<file path="config.mk">
export PLATFORM = sky130hd
export DESIGN_NAME = bp_reg_bank
export DESIGN_NICKNAME = d
export VERILOG_FILES = /design/src/rtl/bp_reg_bank_pkg.sv /design/src/rtl/bp_reg_bank_regs.sv /design/src/rtl/bp_reg_bank.sv
export SDC_FILE = /design/constraint.sdc
export NUM_CORES = 1
export LEC_CHECK = 0
export ABC_AREA = 1
export CORE_MARGIN = 2
export CORE_UTILIZATION = 39
export DETAILED_ROUTE_END_ITERATION = 12
export MAX_ROUTING_LAYER = met4
export PLACE_DENSITY_LB_ADDON = 0.3
export SETUP_SLACK_MARGIN = 0.2
export SLEW_MARGIN = 20
export SYNTH_ARGS = -nofsm -noshare
export SYNTH_HDL_FRONTEND = slang
export SYNTH_SLANG_ARGS = --single-unit
</file>
<file path="constraint.sdc">
create_clock -name i_clk -period 3.6 [get_ports i_clk]
set_input_delay 0.72 -clock i_clk [delete_from_list [all_inputs] [get_ports i_clk]]
set_output_delay 0.72 -clock i_clk [all_outputs]
set_load 0.02 [all_outputs]
</file>
<file path="src/rtl/bp_reg_bank_pkg.sv">
// Shared types and field positions for the byte-pipe register bank.
// Command byte is {wr, addr}; length byte is {incr, len}.
package bp_reg_bank_pkg;
   localparam int ADDR_W   = 7;
   localparam int LEN_W    = 7;
   localparam int CMD_WR   = 7;
   localparam int LEN_INCR = 7;

   typedef enum logic [1:0] {
      ST_CMD,
      ST_LEN,
      ST_WRITE,
      ST_READ
   } state_t;
endpackage

</file>
<file path="src/rtl/bp_reg_bank_regs.sv">
// Register array with read-only masking, per-register write strobes
// and a read mux that returns zero for addresses beyond the bank.
module bp_reg_bank_regs
   import bp_reg_bank_pkg::*;
#(
   parameter int               N_REG   = 63,
   parameter logic [7:0]       VALUE0  = 8'h00,
   parameter logic [N_REG-1:0] RO_MASK = '0
) (
   input  logic               clk_i,
   input  logic               rst_i,
   input  logic               we_i,
   input  logic [ADDR_W-1:0]  waddr_i,
   input  logic [7:0]         wdata_i,
   input  logic [ADDR_W-1:0]  raddr_i,
   output logic [7:0]         rdata_o,
   output logic [8*N_REG-1:0] regs_o,
   output logic [N_REG-1:0]   strobe_o
);
   // Register 0 is the ID register and can never be written.
   localparam logic [N_REG-1:0] RO_EFF = RO_MASK | N_REG'(1);

   genvar gi;
   for (gi = 0; gi < N_REG; gi++) begin : g_reg
      if (RO_EFF[gi]) begin : g_ro
         assign regs_o[8*gi +: 8] = (gi == 0) ? VALUE0 : 8'h00;
         assign strobe_o[gi]      = 1'b0;
      end else begin : g_rw
         logic       hit;
         logic [7:0] val_q;
         logic       stb_q;

         assign hit = we_i && (waddr_i == ADDR_W'(gi));

         always_ff @(posedge clk_i) begin
            if (rst_i) begin
               val_q <= 8'h00;
               stb_q <= 1'b0;
            end else begin
               stb_q <= hit;
               if (hit) begin
                  val_q <= wdata_i;
               end
            end
         end

         assign regs_o[8*gi +: 8] = val_q;
         assign strobe_o[gi]      = stb_q;
      end
   end

   always_comb begin
      rdata_o = 8'h00;
      for (int a = 0; a < N_REG; a++) begin
         if (raddr_i == ADDR_W'(a)) begin
            rdata_o = regs_o[8*a +: 8];
         end
      end
   end
endmodule

</file>
<file path="src/rtl/bp_reg_bank.sv">
// Byte-pipe burst register bank: command/length framing FSM, address and
// count counters, and the registered bank-to-host output byte.
module bp_reg_bank
   import bp_reg_bank_pkg::*;
#(
   parameter int               N_REG   = 63,
   parameter logic [7:0]       VALUE0  = 8'h00,
   parameter logic [N_REG-1:0] RO_MASK = '0
) (
   input  logic               i_clk,
   input  logic               i_rst,
   input  logic               i_cg,
   input  logic [7:0]         i_bp_data,
   input  logic               i_bp_valid,
   output logic               o_bp_ready,
   output logic [7:0]         o_bp_data,
   output logic               o_bp_valid,
   input  logic               i_bp_ready,
   output logic [8*N_REG-1:0] o_regs,
   output logic [N_REG-1:0]   o_wrStrobe
);
   state_t            state_q;
   logic              wr_q;
   logic              incr_q;
   logic [ADDR_W-1:0] addr_q;
   logic [ADDR_W-1:0] addr_d;
   logic [ADDR_W-1:0] raddr;
   logic [LEN_W:0]    cnt_q;
   logic [7:0]        data_q;
   logic              valid_q;
   logic [7:0]        rdata;
   logic              in_acc;
   logic              out_acc;
   logic              we;

   assign o_bp_ready = (state_q != ST_READ);
   assign o_bp_data  = data_q;
   assign o_bp_valid = valid_q;

   assign in_acc  = i_cg & i_bp_valid & o_bp_ready;
   assign out_acc = i_cg & valid_q & i_bp_ready;
   assign addr_d  = addr_q + ADDR_W'(incr_q);
   assign we      = in_acc && (state_q == ST_WRITE);
   // During a read the mux looks one address ahead so the next byte is ready on accept.
   assign raddr   = (state_q == ST_READ) ? addr_d : addr_q;

   bp_reg_bank_regs #(
      .N_REG   (N_REG),
      .VALUE0  (VALUE0),
      .RO_MASK (RO_MASK)
   ) u_regs (
      .clk_i    (i_clk),
      .rst_i    (i_rst),
      .we_i     (we),
      .waddr_i  (addr_q),
      .wdata_i  (i_bp_data),
      .raddr_i  (raddr),
      .rdata_o  (rdata),
      .regs_o   (o_regs),
      .strobe_o (o_wrStrobe)
   );

   always_ff @(posedge i_clk) begin
      if (i_rst) begin
         state_q <= ST_CMD;
         wr_q    <= 1'b0;
         incr_q  <= 1'b0;
         addr_q  <= '0;
         cnt_q   <= '0;
         data_q  <= 8'h00;
         valid_q <= 1'b0;
      end else if (i_cg) begin
         case (state_q)
            ST_CMD: begin
               if (in_acc) begin
                  wr_q    <= i_bp_data[CMD_WR];
                  addr_q  <= i_bp_data[ADDR_W-1:0];
                  state_q <= ST_LEN;
               end
            end
            ST_LEN: begin
               if (in_acc) begin
                  incr_q <= i_bp_data[LEN_INCR];
                  // A length of zero encodes a full 128-byte burst.
                  cnt_q  <= (i_bp_data[LEN_W-1:0] == '0) ? (LEN_W+1)'(1 << LEN_W)
                                                         : {1'b0, i_bp_data[LEN_W-1:0]};
                  if (wr_q) begin
                     state_q <= ST_WRITE;
                  end else begin
                     state_q <= ST_READ;
                     data_q  <= rdata;
                     valid_q <= 1'b1;
                  end
               end
            end
            ST_WRITE: begin
               if (in_acc) begin
                  addr_q <= addr_d;
                  cnt_q  <= cnt_q - (LEN_W+1)'(1);
                  if (cnt_q == (LEN_W+1)'(1)) begin
                     state_q <= ST_CMD;
                  end
               end
            end
            ST_READ: begin
               if (out_acc) begin
                  addr_q <= addr_d;
                  cnt_q  <= cnt_q - (LEN_W+1)'(1);
                  if (cnt_q == (LEN_W+1)'(1)) begin
                     valid_q <= 1'b0;
                     state_q <= ST_CMD;
                  end else begin
                     data_q <= rdata;
                  end
               end
            end
            default: state_q <= ST_CMD;
         endcase
      end
   end
endmodule

</file>
==> metrics.txt <==
DRT iter0 DRCs 2609; overall die area 0.0675 mm^2; Final Core Density 57.4%; crit path kind reg -> reg; first-pass GRT wire length 166000 um; placed cells 5269; Final Cycle Share 158%; status finished with violations; GP Congestion 1.02; Reg-to-Reg Start addr_q[0]$_SDFFE_PP0P_; met3 wire length 9820 um; Worst Setup Start Kind flop; max_cap viols 0; #FFs+latches synth 586; mapped cell area 0.0255 mm^2; Setup crit start addr_q[0]$_SDFFE_PP0P_; final cell count without fillers 5446; Max stage delay cell, worst path dfxtp_4; met2 WL post-DR 51800 um; failing checks setup timing; switching power 3750 uW; largest net degree at the start of global routing 120; Core Area 0.0646 mm^2; Internal Power 11300 uW; Peak VDD IR 0.325 mV; Vert. Die Dim 260 um; final worst slack -2.07 ns; register area share after synthesis 45.9%; Worst setup endpoint addr_q[4]$_SDFFE_PP0P_; CTS tree done; Multi-input gate area 0.0116 mm^2; number of nets in the layout 4560; skew final 0.0257 ns; GRT overflow 0; Gate power share 8.9%; Initial Utilization 39.5%; wire per inst 21.1 um; detailed placement HPWL 85000 um; commonest non-fill, non-tap cell in the layout nor2_1; via count 28347; Top Metal Used met4; Pre-antenna DRT Iters 6; Synth-to-Final Area Change 45.3%; relative slew slack 35.3%; Final Hold Fails 0; Clk pwr share 47.6%; Placed Instance Area 0.0339 mm^2; power per cell area 405 mW/mm^2; CP arrival 6.14 ns; Worst Hold Class reg -> reg; Final Max Tran Viols 0; Ys Warns 0; RSZ-0062 raised after global routing yes; setup tns final -16.57 ns; Critical Path RT 4.07 ns; Clock transition at path regs 0.06 ns; Seq pwr share 43.6%; Synth cell types 39; Total GRT Usage 33.6%; CTS sink cnt 586; commonest non-fill, non-tap cells in the layout 781 x nor2_1, 582 x dfxtp_1, 575 x nand2_1; Worst Setup End Kind flop; Cells after Synth 3743; reg-to-reg slack, setup -2.07 ns; CTS max path bufs 3; IO Port Bufs 580; r2r worst-path depth 46; FMAX 176 MHz; worst reg2reg endpoint addr_q[4]$_SDFFE_PP0P_; Mapped Avg Cell Area 6.82 um^2; vias in the first global route 26135; Rows 93; fillcell total 6080; initial antenna violation count 1; Total Routed Length 115000 um; hold_buf cts 0; share of cells above drive strength 1 14.8%; Pleak 0.0155 uW; CTS root buf clkbuf_16; minimum clock period 5.67 ns; Post-DRT Antenna Nets 0; CTS H-tree lvls 3; Crit path top cell by count buf_4; met1 wire length 47900 um; Worst Max-Slew Pin Slew 0.971 ns; TritonCTS buffer count 66; routed vias/inst 5.21; Worst-Skew Late Latency 0.62 ns; die width 260 um; FF+latch area 0.0117 mm^2; final setup fails 9; I/O pins 590; detailed-route DRC error count 0; Sw Ratio 25.0%; Worst Path Max Fanout 3; Final Cell Area 0.0371 mm^2; Power, Total 15000 uW; slowest stage delay, CP 0.36 ns
## critical path, delay by kind of cell (launching register included)
kind	cells	cell delay, ns
buffers and inverters	40	4.58
DFF	1	0.36
adders and majority gates	2	0.29
and+or+nand+nor	3	0.23
AOI/OAI and AO/OA	1	0.08
## sequential cells by signal, indices dropped and copies added (netlist names), 2 cells and up
signal	flops
u_regs.g.g_rw.val_q	496
u_regs.g.g_rw.stb_q	62
cnt_q	8
o_bp_data	8
addr_q	7
state_q	2
## per-layer routing
metal  vias to the layer above  global-route usage [%]
met5                         -                       -
met2                      1374                    51.9
li1                      13487                       -
met3                       268                    6.35
met1                     13218                    42.6
met4                         0                    15.4
## stage by stage
step	hold WS, ns	worst slack [ns]
2_1_floorplan	0.450	-0.0954
3_3_place_gp	0.453	-2.18
3_5_place_dp	0.465	-2.13
4_1_cts	0.471	-1.92
5_1_grt	0.490	-2.29
6_report	0.473	-2.07
## Yosys cell counts (all sizes together)
library cell | number | share of area (%)
nor4 | 4 | 0.098
or2 | 43 | 1.1
nand4 | 85 | 2.1
a21boi | 1 | 0.029
o22ai | 2 | 0.049
and3 | 1 | 0.025
a21oi | 283 | 5.5
a31oi | 6 | 0.15
ha | 4 | 0.20
o221ai | 1 | 0.034
inv | 388 | 5.7
nand3 | 70 | 1.4
nor3b | 1 | 0.029
buf | 82 | 2.3
nor3 | 3 | 0.059
nand2 | 612 | 9.0
o2111ai | 1 | 0.034
o21bai | 1 | 0.029
conb | 1 | 0.015
a211oi | 3 | 0.088
clkbuf | 168 | 2.5
nor2 | 817 | 12
o21ai | 574 | 11
dfxtp | 586 | 46
o211ai | 1 | 0.029
o31ai | 1 | 0.029
clkinv | 4 | 0.059
## kinds of logic (layout without fill, tap and decap cells)
| kind of cell | after synthesis | count (layout) | share of synthesized area, % |
|---|---|---|---|
| and+or+nand+nor | 1636 | 1636 | 26.0 |
| AOI/OAI and AO/OA | 874 | 874 | 17.3 |
| buffers and inverters | 642 | 1481 | 10.6 |
| DFF | 586 | 586 | 45.9 |
| adders and majority gates | 4 | 4 | 0.196 |
| other | 1 | 10 | 0.0147 |
## power groups by stage
stage	logic [uW]	clock network, uW	registers [uW]
after CTS	1270	7210	6540
final	1330	7140	6550
after global routing	1420	7460	6550
after floorplan	629	0	6690
after detailed placement	1180	0	6690
after global placement	1180	0	6690
## layout make-up
type	count	share of cell area, %
Tap cell	855	2.88
Inverter	392	4.00
Multi-Input combinational cell	2523	31.1
Antenna cell	1	0.00675
Clock buffer	94	5.29
Sequential cell	586	31.6
Timing Repair Buffer	974	24.2
Clock inverter	21	0.803
## worst min path at each step
| stage | slack [ns] | to | cells past startpoint | start |
|---|---|---|---|---|
| finish | 0.47 | o_bp_data[3]$_SDFFE_PP0P_ | 2 | o_bp_data[3]$_SDFFE_PP0P_ |
| global route | 0.49 | o_bp_data[3]$_SDFFE_PP0P_ | 2 | o_bp_data[3]$_SDFFE_PP0P_ |
| CTS | 0.47 | o_bp_data[3]$_SDFFE_PP0P_ | 2 | o_bp_data[3]$_SDFFE_PP0P_ |
| detailed placement | 0.46 | u_regs.g_reg[33].g_rw.val_q[0]$_SDFFE_PP0P_ | 2 | u_regs.g_reg[33].g_rw.val_q[0]$_SDFFE_PP0P_ |
| global placement | 0.45 | o_bp_data[3]$_SDFFE_PP0P_ | 2 | o_bp_data[3]$_SDFFE_PP0P_ |
| floorplan | 0.45 | wr_q$_SDFFE_PP0P_ | 2 | wr_q$_SDFFE_PP0P_ |
## what timing repair did
action,4_1_cts,5_1_grt
pin swaps,67,56
resized for setup,85,47
setup endpoints to repair,8,9
buffers inserted,58,3
No activity file was read; power rests on OpenSTA's default activity.
